`config.mk`:
```
export PLATFORM = sky130hd
export DESIGN_NAME = extbus_cycle_master
export DESIGN_NICKNAME = d
export VERILOG_FILES = /design/src/rtl/extbus_cycle_master.sv
export SDC_FILE = /design/constraint.sdc
export NUM_CORES = 1
export LEC_CHECK = 0
export CORE_ASPECT_RATIO = 0.8
export CORE_MARGIN = 1
export CORE_UTILIZATION = 45
export DETAILED_ROUTE_END_ITERATION = 16
export PLACE_DENSITY_LB_ADDON = 0.15
export SLEW_MARGIN = 20
export SYNTH_ARGS = -nofsm -noshare
export SYNTH_HDL_FRONTEND = slang
export SYNTH_SLANG_ARGS = --single-unit
```
`constraint.sdc`:
```
create_clock -name clk25 -period 2.5 [get_ports clk25]
set_input_delay 0.5 -clock clk25 [delete_from_list [all_inputs] [get_ports clk25]]
set_output_delay 0.5 -clock clk25 [all_outputs]
set_load 0.05 [all_outputs]
```
`src/rtl/extbus_cycle_master.sv`:
```
// extbus_cycle_master: command-driven 6502-style phi2 bus cycle generator with repeats, gaps and read compare
module extbus_cycle_master #(
   parameter int                ADDR_W   = 16,
   parameter int                DATA_W   = 8,
   parameter int                HALF_PER = 3,
   parameter int                T_AH     = 1,
   parameter logic [ADDR_W-1:0] CS_BASE  = 16'h9F20,
   parameter logic [ADDR_W-1:0] CS_MASK  = 16'hFFE0,
   parameter int                REP_W    = 8,
   parameter int                GAP_W    = 24
) (
   input  logic              clk25,
   input  logic              reset_n,
   input  logic              cmd_valid,
   output logic              cmd_ready,
   input  logic              cmd_write,
   input  logic [ADDR_W-1:0] cmd_addr,
   input  logic [DATA_W-1:0] cmd_wdata,
   input  logic [DATA_W-1:0] cmd_step,
   input  logic [REP_W-1:0]  cmd_count,
   input  logic [GAP_W-1:0]  cmd_gap,
   input  logic [DATA_W-1:0] cmd_expect,
   input  logic [DATA_W-1:0] cmd_mask,
   output logic              rsp_valid,
   output logic [DATA_W-1:0] rsp_data,
   output logic              rsp_mismatch,
   output logic              busy,
   output logic              phi2,
   output logic              extbus_cs_n,
   output logic              extbus_rd_n,
   output logic              extbus_wr_n,
   output logic [ADDR_W-1:0] extbus_a,
   output logic [DATA_W-1:0] extbus_d_out,
   output logic              extbus_d_oe,
   input  logic [DATA_W-1:0] extbus_d_in
);
   localparam int PW = $clog2(2*HALF_PER);
   localparam logic [PW-1:0] P_LAST = PW'(2*HALF_PER-1);
   localparam logic [PW-1:0] P_AH   = PW'(T_AH);
   localparam logic [PW-1:0] P_HI   = PW'(HALF_PER);
   localparam logic [PW-1:0] P_DH   = PW'(HALF_PER+T_AH);

   typedef enum logic [2:0] {IDLE, WAIT_EDGE, LOW, HIGH, GAP} state_t;
   state_t state;

   logic [PW-1:0]     pc, pn;
   logic              rw_n, active, wr;
   logic [ADDR_W-1:0] addr;
   logic [DATA_W-1:0] data, step, exp_v, mask;
   logic [REP_W-1:0]  cnt;
   logic [GAP_W-1:0]  gap, gcnt;

   always_comb pn = (pc == P_LAST) ? '0 : pc + 1'b1;

   // registered outputs are computed from pn so they are valid while pc holds that value
   always_ff @(posedge clk25) begin
      if (!reset_n) begin
         pc           <= '0;
         phi2         <= 1'b0;
         state        <= IDLE;
         cmd_ready    <= 1'b1;
         busy         <= 1'b0;
         rsp_valid    <= 1'b0;
         rsp_data     <= '0;
         rsp_mismatch <= 1'b0;
         extbus_a     <= '0;
         rw_n         <= 1'b1;
         active       <= 1'b0;
         extbus_d_out <= '0;
         extbus_d_oe  <= 1'b0;
         extbus_cs_n  <= 1'b1;
         extbus_rd_n  <= 1'b1;
         extbus_wr_n  <= 1'b1;
         wr           <= 1'b0;
         addr         <= '0;
         data         <= '0;
         step         <= '0;
         exp_v        <= '0;
         mask         <= '0;
         cnt          <= '0;
         gap          <= '0;
         gcnt         <= '0;
      end else begin
         pc          <= pn;
         phi2        <= pn >= P_HI;
         rsp_valid   <= 1'b0;
         extbus_rd_n <= !(active && rw_n && pn >= P_HI);
         extbus_wr_n <= !(active && !rw_n && pn >= P_HI);
         if (pn == P_AH) begin
            if (state == LOW) begin
               extbus_a    <= addr;
               rw_n        <= !wr;
               active      <= 1'b1;
               extbus_cs_n <= (addr & CS_MASK) != CS_BASE;
            end else begin
               extbus_a    <= '0;
               rw_n        <= 1'b1;
               active      <= 1'b0;
               extbus_d_oe <= 1'b0;
               extbus_cs_n <= 1'b1;
            end
         end
         if (state == HIGH && wr && pn == P_DH) begin
            extbus_d_out <= data;
            extbus_d_oe  <= 1'b1;
         end
         case (state)
            IDLE:
               if (cmd_valid && cmd_ready) begin
                  wr        <= cmd_write;
                  addr      <= cmd_addr;
                  data      <= cmd_wdata;
                  step      <= cmd_step;
                  cnt       <= cmd_count;
                  gap       <= cmd_gap;
                  exp_v     <= cmd_expect;
                  mask      <= cmd_mask;
                  cmd_ready <= 1'b0;
                  busy      <= 1'b1;
                  state     <= WAIT_EDGE;
               end else begin
                  cmd_ready <= 1'b1;
                  busy      <= 1'b0;
               end
            WAIT_EDGE: if (pn == '0) state <= LOW;
            LOW: if (pn == P_HI) state <= HIGH;
            HIGH:
               if (pn == '0) begin
                  rsp_valid    <= 1'b1;
                  rsp_data     <= wr ? data : extbus_d_in;
                  rsp_mismatch <= !wr && (((extbus_d_in ^ exp_v) & mask) != '0);
                  data         <= data + step;
                  gcnt         <= gap;
                  if (cnt == '0) state <= IDLE;
                  else begin
                     cnt   <= cnt - 1'b1;
                     state <= (gap == '0) ? LOW : GAP;
                  end
               end
            GAP:
               if (pn == '0) begin
                  if (gcnt == GAP_W'(1)) state <= LOW;
                  else gcnt <= gcnt - 1'b1;
               end
            default: state <= IDLE;
         endcase
      end
   end
endmodule
```
==> results.sh <==
export IMPL_max_cap_viol_count=0
export IMPL_synth_distinct_cells=68
export IMPL_ys_ff_latch=154
export IMPL_first_pass_iters=5
export IMPL_io_pin_count=133
export IMPL_syn_area_um2=7320
export IMPL_fp_dieH_um=116
export IMPL_layout_nets=1094
export IMPL_finalWirelength_mm=18.9
export IMPL_clock_sinks=154
export IMPL_postCtsSetupBuffers=0
export IMPL_clk_latency_ns=0.43
export IMPL_async_reset_ff_share_pct=0
export IMPL_ant_nets=0
export IMPL_dieWidth_um=145
export IMPL_cp_max_fo=15
export IMPL_drcViolationCount=0
export IMPL_worstRegToRegCells=7
export IMPL_cts_path_max_buffers=2
export IMPL_syn_to_final_growth_pct=28.6
export IMPL_drive_gt1_share_pct=7.27
export IMPL_hold_slack_ns=0.413
export IMPL_cts_resized_gates=0
export IMPL_drtIter0Drc=501
export IMPL_status="finished, final reports clean"
export IMPL_cp_startpoint="cnt[0]"
export IMPL_antenna_found_initial=2
export IMPL_drv_slew=0
export IMPL_arrival_ns=2.67
export IMPL_track_usage_pct=23.2
export IMPL_period_share_pct=93.9
export IMPL_cts_root_buf="clkbuf_16"
export IMPL_synth_warnings=0
export IMPL_tightestPinTransition_ns=0.750
export IMPL_core_um2=15900
export IMPL_viasPerCell=5.34
export IMPL_netlist_instances=881
export IMPL_endpoint="cnt[2]"
export IMPL_p_per_area_nw_per_um2=820
export IMPL_clk_pin_slew_worst_paths_ns=0.06
export IMPL_htreeDepth=4
export IMPL_grt_max_degree=82
export IMPL_hold_viol_final=0
export IMPL_antenna_cells=0
export IMPL_peakVddDrop_v=0.000512
export IMPL_fmax_mhz=426
export IMPL_syn_area_per_cell_um2=8.31
export IMPL_synth_fp_nets=984
export IMPL_grt_remaining_overflow=0
export IMPL_worst_hold_path_type="flop to flop"
export IMPL_r2r_end="cnt[2]"
export IMPL_dp_hpwl_mm=12.8
export IMPL_ff2ff_setup_slack_ns=0.15
export IMPL_reg2reg_from="cnt[0]"
export IMPL_grt_setup_unrepaired="false"
export IMPL_synth_edff_count=0
export IMPL_endpoint_kind="flop"
export IMPL_synth_main_ff_cell="dfxtp_1"
export IMPL_layout_setup_ws_ns=0.153
export IMPL_finalSetupViolCount=0
export IMPL_post_route_util_pct=59.4
export IMPL_grt_pass1_wl_mm=30.0
export IMPL_avgRoutedWirePerCell_um=15.5
export IMPL_final_setup_tns_ns=0
export IMPL_fin_crit_ns=2.35
export IMPL_portBuffers=132
export IMPL_start_util_pct=46.2
export IMPL_grt_pass1_vias=5780
export IMPL_place_ws_ns=0.184
export IMPL_cts_tree="yes"
export IMPL_cts_hold_buf=0
export IMPL_path_class="flop to flop"
export IMPL_dieArea_um2=16800
export IMPL_power_leakage_nw=3.55
export IMPL_cts_buffers=17
export IMPL_final_common_cell="nand2_1"
export IMPL_worstPathRequired_ns=2.82
export IMPL_ys_seq_area_share_pct=42.1
export IMPL_fin_worst_skew_ns=0.0104
export IMPL_final_cell_mix="205 x nand2_1, 154 x dfxtp_1, 131 x clkdlybuf4s50_1"
export IMPL_num_rows=41
export IMPL_globalplace_congestion=0.850
export IMPL_slew_headroom_pct=50.0
export IMPL_cp_start_kind="flop"
export IMPL_via_count=6512
-- critical path, stage by stage (launching register included) --
cell     delay [ns]
dfxtp_1        0.35
inv_1          0.07
ha_1           0.21
or4b_1         0.50
or4_4          0.47
a21oi_4        0.36
o21ai_0        0.13
and2_1         0.16
-- metal layers --
| layer | up-vias | routed length, um | share of wire (%) | global-route usage [%] |
|---|---|---|---|---|
| met1 | 3008 | 9980 | 53 | 34.7 |
| met2 | 175 | 7510 | 40 | 31.6 |
| met3 | 15 | 1180 | 6.2 | 6.49 |
| met4 | 4 | 171 | 0.91 | 6.81 |
| met5 | - | 23 | 0.12 | 0 |
| li1 | 3310 | - | - | - |
-- flip-flops by register name, summed over array words and instances, names as in the netlist, 3 cells and up --
register and count:
gcnt 24, pc 3, rsp_data 8, data 8, step 8, extbus_a 16, gap 24, exp_v 8
mask 8, addr 16, extbus_d_out 8, state 3, cnt 8
-- synth_stat cells (9+ instances only) --
library cell    n  area share [%]
o211a_1        13             1.8
a22oi_1        26             2.7
inv_1          10            0.51
nand3_1        10            0.68
nor2b_1        36             3.1
o211ai_1       11             1.1
mux2i_1        18             2.5
dfxtp_1       154              42
nor4_1         10            0.85
ha_1           10             1.7
nor3_1         17             1.2
nor2_1         37             1.9
a21boi_0       73             7.5
clkbuf_1       41             2.1
xor2_1          9             1.1
buf_2          15             1.0
a21oi_1        31             2.1
o21ai_0        40             2.7
nand2_1       205              11
-- logic make-up after synthesis --
kind of cell,share of synthesized area [%]
mux,2.46
xor+xnor,1.56
buf+inv,4.80
flops,42.1
fa+ha+maj,1.98
compound gates,23.5
simple gates,23.6
-- how the worst min path moves through the flow --
| stage | start | endpoint | slack [ns] | cells after the start |
|---|---|---|---|---|
| after floorplan | active | extbus_rd_n | 0.38 | 1 |
| after global placement | active | extbus_rd_n | 0.39 | 1 |
| after detailed placement | active | extbus_rd_n | 0.40 | 1 |
| after CTS | active | extbus_rd_n | 0.41 | 1 |
| after global routing | active | extbus_rd_n | 0.42 | 1 |
| final | active | extbus_rd_n | 0.41 | 1 |
-- layout make-up --
class	instances	area [um2]
Sequential cell	154	3080
Inverter	10	37.5
Tap cell	215	269
Multi-Input combinational cell	653	3900
Clock inverter	13	154
Timing Repair Buffer	155	1520
Clock buffer	19	453
Fill cell	1393	6440
-- power breakdown --
part | internal (mW) | total, mW | switching, mW
clock | 1.55 | 2.67 | 1.11
combinational | 0.822 | 1.95 | 1.13
sequential | 2.78 | 3.10 | 0.324
-- through the flow --
stage	cell area, um2	std cells	power [mW]
6_report	9410	1219	7.72
5_1_grt	9410	1219	8.14
4_1_cts	9410	1219	7.76
3_5_place_dp	8810	1187	5.09
3_3_place_gp	8810	1187	5.08
2_1_floorplan	7320	881	4.47
Power figures use the tool's default switching activity.
